**src/rtl/os256_pkg.sv**
```systemverilog
// Shared constants and the stereo word layout for the x256 oversampling DAC path.
package os256_pkg;

    localparam int OS256_DIVIDE   = 256;
    localparam int OS256_SAMPLE_W = 16;
    localparam int OS256_STEREO_W = 2 * OS256_SAMPLE_W;

    localparam int UNDERRUN_HOLD     = 0;
    localparam int UNDERRUN_ZERO_OUT = 1;

    typedef struct packed {
        logic [OS256_SAMPLE_W-1:0] left;
        logic [OS256_SAMPLE_W-1:0] right;
    } stereo_t;

endpackage

```
**src/rtl/os256_sync_fifo.sv**
```systemverilog
// Small synchronous FIFO built from a register array with a separate level counter.
module os256_sync_fifo #(
    parameter int WIDTH = 32,
    parameter int AW    = 4
) (
    input  logic             clk_i,
    input  logic             reset_i,
    input  logic             push_i,
    input  logic             pop_i,
    input  logic             flush_i,
    input  logic [WIDTH-1:0] wr_data_i,
    output logic [WIDTH-1:0] rd_data_o,
    output logic             full_o,
    output logic             empty_o,
    output logic [AW:0]      level_o
);

    localparam int DEPTH = 1 << AW;

    logic [WIDTH-1:0] mem_q [DEPTH];
    logic [AW-1:0]    wr_ptr_q, wr_ptr_d;
    logic [AW-1:0]    rd_ptr_q, rd_ptr_d;
    logic [AW:0]      level_q, level_d;
    logic             do_push, do_pop;

    assign full_o  = (level_q == (AW+1)'(DEPTH));
    assign empty_o = (level_q == '0);
    assign level_o = level_q;
    // Head word comes straight out of the register array: no path from any input.
    assign rd_data_o = mem_q[rd_ptr_q];

    assign do_push = push_i & ~full_o  & ~flush_i;
    assign do_pop  = pop_i  & ~empty_o & ~flush_i;

    always_comb begin
        wr_ptr_d = wr_ptr_q;
        rd_ptr_d = rd_ptr_q;
        level_d  = level_q;
        if (flush_i) begin
            wr_ptr_d = '0;
            rd_ptr_d = '0;
            level_d  = '0;
        end else begin
            if (do_push) wr_ptr_d = wr_ptr_q + AW'(1);
            if (do_pop)  rd_ptr_d = rd_ptr_q + AW'(1);
            level_d = level_q + (AW+1)'(do_push) - (AW+1)'(do_pop);
        end
    end

    always_ff @(posedge clk_i) begin
        if (reset_i) begin
            wr_ptr_q <= '0;
            rd_ptr_q <= '0;
            level_q  <= '0;
        end else begin
            wr_ptr_q <= wr_ptr_d;
            rd_ptr_q <= rd_ptr_d;
            level_q  <= level_d;
        end
    end

    always_ff @(posedge clk_i) begin
        if (do_push) mem_q[wr_ptr_q] <= wr_data_i;
    end

endmodule

```
**src/rtl/os256_sample_feeder.sv**
```systemverilog
// Buffers stereo PCM words and pops one per sample period, raising fs_timing
// for the downstream os256_dac pair on the last phase of every period.
module os256_sample_feeder
    import os256_pkg::*;
#(
    parameter int DIVIDE        = OS256_DIVIDE,
    parameter int FIFO_AW       = 4,
    parameter int UNDERRUN_ZERO = UNDERRUN_HOLD
) (
    input  logic                      clk,
    input  logic                      reset,
    input  logic                      enable,
    input  logic                      flush,
    input  logic                      in_valid,
    output logic                      in_ready,
    input  logic [OS256_STEREO_W-1:0] in_data,
    output logic                      fs_timing,
    output logic [OS256_SAMPLE_W-1:0] sample_l,
    output logic [OS256_SAMPLE_W-1:0] sample_r,
    output logic [FIFO_AW:0]          fifo_level,
    output logic                      underrun,
    output logic [7:0]                underrun_count
);

    localparam int PW = $clog2(DIVIDE);

    logic [PW-1:0] phase_q, phase_d;
    stereo_t       sample_q, sample_d;
    logic          underrun_q, underrun_d;
    logic [7:0]    ur_cnt_q, ur_cnt_d;

    logic                      pop_edge;
    logic                      fifo_full, fifo_empty;
    logic [OS256_STEREO_W-1:0] fifo_rd;

    os256_sync_fifo #(
        .WIDTH (OS256_STEREO_W),
        .AW    (FIFO_AW)
    ) u_fifo (
        .clk_i     (clk),
        .reset_i   (reset),
        .push_i    (in_valid & ~fifo_full),
        .pop_i     (pop_edge),
        .flush_i   (flush),
        .wr_data_i (in_data),
        .rd_data_o (fifo_rd),
        .full_o    (fifo_full),
        .empty_o   (fifo_empty),
        .level_o   (fifo_level)
    );

    assign pop_edge = enable && (phase_q == PW'(DIVIDE - 2));

    always_comb begin
        phase_d = phase_q + PW'(1);
        if (!enable || phase_q == PW'(DIVIDE - 1)) phase_d = '0;
    end

    // A flushed pop still counts as an underrun when the FIFO was empty,
    // but never consumes a word or disturbs the held sample pair.
    always_comb begin
        sample_d   = sample_q;
        underrun_d = pop_edge & fifo_empty;
        ur_cnt_d   = ur_cnt_q;
        if (pop_edge && !fifo_empty && !flush) sample_d = stereo_t'(fifo_rd);
        if (underrun_d) begin
            if (UNDERRUN_ZERO != UNDERRUN_HOLD) sample_d = '0;
            if (ur_cnt_q != 8'hFF) ur_cnt_d = ur_cnt_q + 8'd1;
        end
    end

    always_ff @(posedge clk) begin
        if (reset) begin
            phase_q    <= '0;
            sample_q   <= '0;
            underrun_q <= 1'b0;
            ur_cnt_q   <= '0;
        end else begin
            phase_q    <= phase_d;
            sample_q   <= sample_d;
            underrun_q <= underrun_d;
            ur_cnt_q   <= ur_cnt_d;
        end
    end

    // Phase only reaches DIVIDE-1 through a cycle with enable high, so the
    // strobe decodes from the phase register alone.
    assign fs_timing      = (phase_q == PW'(DIVIDE - 1));
    assign in_ready       = ~fifo_full;
    assign sample_l       = sample_q.left;
    assign sample_r       = sample_q.right;
    assign underrun       = underrun_q;
    assign underrun_count = ur_cnt_q;

endmodule

```
**config.mk**
```make
export PLATFORM = sky130hd
export DESIGN_NAME = os256_sample_feeder
export DESIGN_NICKNAME = d
export VERILOG_FILES = /design/src/rtl/os256_pkg.sv /design/src/rtl/os256_sync_fifo.sv /design/src/rtl/os256_sample_feeder.sv
export SDC_FILE = /design/constraint.sdc
export NUM_CORES = 1
export LEC_CHECK = 0
export ABC_AREA = 1
export CAP_MARGIN = 40
export CORE_ASPECT_RATIO = 1.25
export CORE_MARGIN = 2
export CORE_UTILIZATION = 55
export DETAILED_ROUTE_END_ITERATION = 8
export PLACE_DENSITY = 0.84
export SLEW_MARGIN = 30
export SYNTH_ARGS = -nofsm -noshare
export SYNTH_HDL_FRONTEND = slang
export SYNTH_SLANG_ARGS = --single-unit
```
**constraint.sdc**
```tcl
create_clock -name clk -period 3.6 [get_ports clk]
set_clock_uncertainty 0.15 [all_clocks]
set_input_delay 0.54 -clock clk [delete_from_list [all_inputs] [get_ports clk]]
set_output_delay 0.54 -clock clk [all_outputs]
set_load 0.005 [all_outputs]
```
==> reports/results.tsv, run 1 <==
stage	metric	value	unit
power_and_ir_drop	Pwr per Cell Area	479	mW/mm^2
critical_path	Top cell by count, worst path	nand3_1	
cells_and_area	Net count, final	2519	
routing	Iteration-0 DRC Markers	1888	
routing	vias post-DR	17400	
floorplan	starting density of the core	55.5	%
cells_and_area	Area Growth Syn to Fin	14.2	%
grt	overall fraction of global-route tracks in use	26.6	%
min_path	type of the tightest min-delay check	reg -> reg	
cells_and_area	Final Non-Filler Cells	3083	
floorplan	die outline height	239	um
routing	average vias per placed instance	5.64	
routing	router iterations before antenna repair	7	
timing	number of slew-limit violations in the final report	0	
outcome	result of the run	complete, no violations	
timing	Tcrit/Tclk final	81.8	%
floorplan	Cell Rows	86	
yosys	count of cell types in the netlist	28	
power_and_ir_drop	Peak supply drop	0.000701	V
timing	worst slew margin relative to its limit	39.8	%
yosys	cell area after synthesis	0.0244	sq mm
min_path	Worst Hold Depth	1	
clock_network	TritonCTS clock tree	done	
grt	residual overflow from global routing	0	
critical_path	length in cells of the worst reg-to-reg path	8	
timing	final critical-path required period	2.95	ns
placement	cell total after placement	2985	
floorplan	die width	192	um
job	Maximum Capacitance Violations	0	
clock_network	count of hold buffers inserted by post-cts repair	0	
clock_network	clock sink total	574	
timing	fmax	339	MHz
placement	number of input and output port buffers inserted	84	
critical_path	largest driver fanout on the critical path	4	
yosys	cells taking the most area after synthesis	edfxtp_1 (63%), nand2_1 (13%), nand3_1 (7.6%), inv_1 (5.4%), dfxtp_1 (5.1%)	
yosys	synthesized netlist cell count	2394	
critical_path	cell class contributing the biggest share of worst-path delay	buffers and inverters	
placement	detailed placement HPWL	34000	um
routing	Routed Antenna Nets	0	
yosys	proportion of synthesized chip area in sequential cells	68.2	%
yosys	area fraction of the dominant cell type after synthesis	63.1	%
routing	DRC Markers	0	
yosys	number of warnings printed during yosys synthesis	0	
timing	setup TNS after final layout	0	ns
critical_path	R2R setup slack	0.82	ns
grt	antenna violations before repair	1	
floorplan	CORE AREA	0.0439	sq mm
grt	maximum number of pins on one net before global-route repair	186	
clock_network	clock edge transition at the registers on the reported setup and hold paths	0.06	ns
clock_network	Max Buffers Root-to-Sink	3	
routing	detail-routed net length per standard cell	19.8	um
critical_path	type of destination of the critical path	output port	
critical_path	worst path bufs/invs	2	
power_and_ir_drop	leakage dissipation	0.0113	uW
grt	vias in the first global route	17600	
critical_path	data arrival time of the critical path	2.26	ns
timing	total count of hold-check failures in the final report	0	
critical_path	launch instance of the worst register-to-register path	u_fifo.level_o[2]	
critical_path	ordered list of cells on the worst path	ha_1 > nand3_1 > nor2_1 > nand3_1 > inv_1 > clkdlybuf4s50_1	
yosys	syn_area_per_cell	10.2	sq um
clock_network	depth of the CTS H-tree	2	
clock_network	Post-CTS Setup Repair Bufs	0	
floorplan	number of top-level design ports	85	
yosys	cell taking the most area after synthesis	edfxtp_1	
clock_network	Inserted Clock Buffers	52	
min_path	startpoint of the lowest-slack hold path	phase_q[0]	
cells_and_area	Filler cells	3113	
min_path	Min-Delay Endpoint	phase_q[0]	
floorplan	full die area	0.0460	sq mm
critical_path	Crit-path slowest cell	clkdlybuf4s50_1	
cells_and_area	total inserted antenna cells	0	
yosys	flip-flop and latch count after synthesis	574	
critical_path	worst stage delay on the critical path	0.50	ns
critical_path	data required time of the critical path	2.91	ns
timing	transition at the pin with the smallest max-transition slack	0.903	ns
routing	drt total wl	61100	um
critical_path	worst reg2reg path endpoint	u_fifo.mem_q[10][3]	
critical_path	startpoint kind of the worst setup timing path	flip-flop	
grt	wire length of the first global-routing pass	93700	um
placement	global placement routability congestion	0.788	
timing	setup repair after global routing missed its margin	no	
clock_network	clk_lat worst skew	0.60	ns
critical_path	type of the worst setup path	reg -> out	
timing	count of final setup violators	0	
yosys	net count of the mapped netlist	2446	
cells_and_area	fraction of layout cells with a size suffix above 1	6.69	%
clock_network	buffer cell driving the clock tree root	clkbuf_16	
clock_network	Resized cells post-CTS	0	
[cells by family after synthesis]
logic type / synth area share [%]
adders and majority gates: 0.801
AOI/OAI and AO/OA: 1.21
and+or+nand+nor: 21.8
buffers and inverters: 7.79
xor gates and xnor gates: 0.252
DFF: 68.2
[per-layer routing]
metal / vias to the layer above / GRT usage (%) / share of wire (%)
li1: 7912 / - / -
met1: 8145 / 31.7 / 35
met2: 1091 / 46.2 / 51
met3: 224 / 3.75 / 9.0
met4: 2 / 14.9 / 5.3
met5: - / 0 / 0.021
[cell usage in the layout (no fill, tap or decap), types with 14 or more instances in the layout]
cell type / count
dfxtp_1: 58
clkdlybuf4s50_1: 83
nor2_4: 18
a21oi_1: 53
buf_4: 41
inv_1: 349
clkbuf_16: 53
nor2_1: 21
nand3_1: 371
edfxtp_1: 512
nand2_1: 844
ha_1: 14
[worst reg2reg max path, cell delays in order, from the launching register on]
cell and delay [ns]:
dfxtp_1 0.36, inv_1 0.09, ha_1 0.24, nand4_1 0.13, nand3_1 0.22, inv_1 0.30, nand2_1 0.31, nor2_4 0.35
buf_12 0.30
[how the worst max path moves through the flow]
stage                          endpoint              start  cells after the start  slack (ns)
finish                        fs_timing         phase_q[0]                      6        0.65
global route                  fs_timing         phase_q[0]                      6        0.47
CTS                           fs_timing         phase_q[0]                      6        0.63
detailed placement    u_fifo.level_o[4]             enable                     14        0.44
global placement      u_fifo.level_o[4]             enable                     14        0.47
floorplan           u_fifo.mem_q[11][0]  u_fifo.level_o[2]                      7        0.47
[synth_stat cells (all sizes together)]
cell,count
or2,1
nand2,845
buf,93
xor2,3
nand3,371
a21oi,53
edfxtp,512
nor3b,1
dfxtp,62
inv,353
ha,14
nand4,7
xnor2,4
fa,1
nor3,4
o21ai,6
clkbuf,24
nor2,40
[report_power, final]
| group | switching [uW] | total, uW | internal [uW] |
|---|---|---|---|
| Combinational | 170 | 235 | 65.3 |
| Clock | 2480 | 5820 | 3350 |
| Sequential | 9.10 | 7280 | 7270 |
| Total | 2650 | 13300 | 10700 |
[layout make-up]
cell class | instances | area, sq um | area share [%]
inverter | 353 | 1330 | 4.79
clock inverter | 28 | 363 | 1.30
sequential | 574 | 16600 | 59.8
timing repair buffer | 136 | 1370 | 4.93
clock buffer | 70 | 1440 | 5.18
multi-input combinational | 1350 | 5980 | 21.5
tap | 572 | 716 | 2.57
[registers in the layout, summed over array words and instances, names as in the netlist]
| register | count |
|---|---|
| u_fifo.wr_ptr_q | 4 |
| sample_l | 16 |
| u_fifo.rd_ptr_q | 4 |
| u_fifo.mem_q | 512 |
| underrun | 1 |
| u_fifo.level_o | 5 |
| sample_r | 16 |
| phase_q | 8 |
| underrun_count | 8 |
[through the flow]
stage               worst slack [ns]  hold slack, ns  utilization (%)  cell area (sq um)  power (uW)
finish                         0.654           0.316             63.4              27800       13300
global route                   0.475           0.354             63.4              27800       13600
CTS                            0.627           0.318             63.4              27800       13400
detailed placement             0.444           0.304             59.3              26000        7650
global placement               0.471           0.292             59.2              26000        7640
floorplan                      0.472           0.280                -              24400        7490
(Power assumes the default switching activity.)
==> inputs of run 2 (changes only) <==
--- a/config.mk
+++ b/config.mk
@@ -11,7 +11,7 @@
 export CORE_MARGIN = 2
 export CORE_UTILIZATION = 55
 export DETAILED_ROUTE_END_ITERATION = 8
-export PLACE_DENSITY = 0.84
+export PLACE_DENSITY = 0.87
 export SLEW_MARGIN = 30
 export SYNTH_ARGS = -nofsm -noshare
 export SYNTH_HDL_FRONTEND = slang
==> constraint.sdc (replaced) <==
create_clock -name clk -period 2.5 [get_ports clk]
set_clock_uncertainty 0.15 [all_clocks]
set_input_delay 0.375 -clock clk [delete_from_list [all_inputs] [get_ports clk]]
set_output_delay 0.375 -clock clk [all_outputs]
set_load 0.005 [all_outputs]
==> run 2 against run 1 <==
Net effect: routed wire length grew 2.2%; critical path depth grew 8; hold slack gained 0.019 ns; sequential cell count unchanged; utilization increased by 0.62 points.
==> reports/results.tsv, run 2 (synthesized netlist as in run 1, its figures left out) <==
stage	metric	value	unit	change
outcome	result of the run	complete, no violations		
routing	average vias per placed instance	5.73		+1.8%
routing	vias post-DR	17800		+2.4%
critical_path	data arrival time of the critical path	2.72	ns	+0.46 ns
routing	drt total wl	62400	um	+2.2%
clock_network	TritonCTS clock tree	done		
cells_and_area	Area Growth Syn to Fin	15.3	%	
timing	transition at the pin with the smallest max-transition slack	0.677	ns	-0.226 ns
power_and_ir_drop	Peak supply drop	0.000574	V	-18%
floorplan	die outline height	239	um	unchanged
cells_and_area	fraction of layout cells with a size suffix above 1	7.59	%	+0.90 points
floorplan	die width	192	um	unchanged
timing	count of final setup violators	0		unchanged
clock_network	clock edge transition at the registers on the reported setup and hold paths	0.06	ns	about the same
routing	router iterations before antenna repair	6		-1
cells_and_area	most common cell after layout, fill and taps aside	nand2_1		
critical_path	type of the worst setup path	reg -> reg		
grt	maximum number of pins on one net before global-route repair	80		-57%
cells_and_area	highest-count cells in the layout ignoring fill and taps	nand2_1 (844), edfxtp_1 (512), nand3_1 (369)		
placement	cell total after placement	3006		+0.70%
grt	overall fraction of global-route tracks in use	27.1	%	+0.51 points
timing	fmax	424	MHz	
routing	Iteration-0 DRC Markers	2380		+26%
routing	Routed Antenna Nets	0		unchanged
cells_and_area	Net count, final	2542		+0.91%
power_and_ir_drop	Pwr per Cell Area	649	mW/mm^2	+35%
power_and_ir_drop	sum of internal, switching and leakage power	18200	uW	+37%
job	Maximum Capacitance Violations	0		unchanged
timing	Tcrit/Tclk final	94.3	%	
placement	worst slack at placement	-0.220	ns	-0.664 ns
timing	final critical-path required period	2.36	ns	
cells_and_area	Largest register FFs	512		unchanged
placement	number of input and output port buffers inserted	84		unchanged
floorplan	starting density of the core	55.5	%	unchanged
timing	total count of hold-check failures in the final report	0		unchanged
cells_and_area	Final Non-Filler Cells	3103		+0.65%
power_and_ir_drop	leakage dissipation	0.0114	uW	+0.58%
timing	worst slew margin relative to its limit	54.8	%	+15 points
clock_network	depth of the CTS H-tree	2		unchanged
timing	worst setup slack after layout	0.143	ns	-0.511 ns
routing	DRC Markers	0		unchanged
grt	vias in the first global route	17700		+0.77%
floorplan	Cell Rows	86		unchanged
grt	antenna violations before repair	0		-1
cells_and_area	Biggest register	u_fifo.mem_q		
critical_path	largest driver fanout on the critical path	2		-2
timing	setup repair after global routing missed its margin	no		
clock_network	Inserted Clock Buffers	51		-1.9%
critical_path	type of destination of the critical path	flip-flop		
routing	detail-routed net length per standard cell	20.1	um	+1.5%
placement	global placement routability congestion	0.847		+7.4%
floorplan	CORE AREA	0.0439	sq mm	unchanged
floorplan	number of top-level design ports	85		unchanged
timing	worst-case hold slack	0.335	ns	+0.0189 ns
placement	detailed placement HPWL	35200	um	+3.7%
clock_network	clock sink total	574		unchanged
cells_and_area	total inserted antenna cells	0		unchanged
clock_network	buffer cell driving the clock tree root	clkbuf_16		
timing	number of slew-limit violations in the final report	0		unchanged
timing	setup TNS after final layout	0	ns	unchanged
grt	wire length of the first global-routing pass	95400	um	+1.7%
grt	residual overflow from global routing	0		unchanged
critical_path	startpoint kind of the worst setup timing path	flip-flop		
min_path	type of the tightest min-delay check	in -> reg		
floorplan	full die area	0.0460	sq mm	unchanged
critical_path	data required time of the critical path	2.86	ns	-0.05 ns
clock_network	clk_lat worst skew	0.59	ns	about the same
clock_network	Max Buffers Root-to-Sink	3		unchanged
[run 2: changes by cell type in the layout (fill, tap and decap cells not counted), sizes merged]
cell | before | now
dlygate4sd2 | 0 | 1
bufinv | 7 | 0
clkdlybuf4s50 | 83 | 82
buf | 53 | 76
dlygate4sd3 | 0 | 1
clkbuf | 70 | 77
clkinv | 16 | 14
inv | 357 | 354
clkinvlp | 1 | 2
[run 2: power by group]
group / internal (uW) / switching [uW]
combinational: 111 / 248
sequential: 10500 / 12.5
clock: 4020 / 3370
total: 14600 / 3630
[run 2: area by class of cell]
type	instances	area, sq um
Clock buffer	77	1460
Clock inverter	17	100
Fill cell	2985	15800
Inverter	353	1330
Multi-Input combinational cell	1350	6040
Sequential cell	574	16600
Tap cell	572	716
Timing Repair Buffer	160	1820
[run 2: final timing paths]
kind	startpoint	to	slack, ns	depth (start not counted)
min reg2reg	underrun_count[1]	underrun_count[1]	0.36	2
max reg2reg	u_fifo.level_o[3]	u_fifo.level_o[4]	0.14	14
min	enable	phase_q[6]	0.34	5
max	u_fifo.level_o[3]	u_fifo.level_o[4]	0.14	14
[run 2: stage by stage]
stage	instance area, sq um	util, %
floorplan	24500	-
global placement	26500	60.3
detailed placement	26500	60.3
CTS	28100	64.0
global route	28100	64.0
finish	28100	64.0
[run 2: routing by layer]
| metal | up-vias | wire length [um] | track usage, % |
|---|---|---|---|
| met5 | - | 0 | 0 |
| met4 | 0 | 3460 | 15.4 |
| met3 | 258 | 6470 | 4.25 |
| met2 | 1228 | 31200 | 46.1 |
| met1 | 8350 | 21300 | 32.9 |
| li1 | 7958 | - | - |
[run 2: worst max-delay path, cell delays in order, from the launching register on]
cell and delay, ns:
dfxtp_2 0.32, inv_2 0.08, ha_4 0.15, nand4_4 0.11
nand4_4 0.11, inv_2 0.04, ha_1 0.26, inv_1 0.04
ha_2 0.17, fa_2 0.36, a21oi_2 0.14, nor2_1 0.05
nor2_1 0.12, o21ai_1 0.07, a21oi_1 0.12
[run 2: repair_timing]
| action | in CTS | in global routing |
|---|---|---|
| setup buffers | 2 | 0 |
| setup endpoints to repair | 1 | 1 |
| pin swaps | 1 | 1 |
| cloned | 0 | 0 |
| gates resized for setup | 9 | 1 |
| endpoints found under the hold margin | 2 | 0 |
| hold buffers | 1 | 0 |
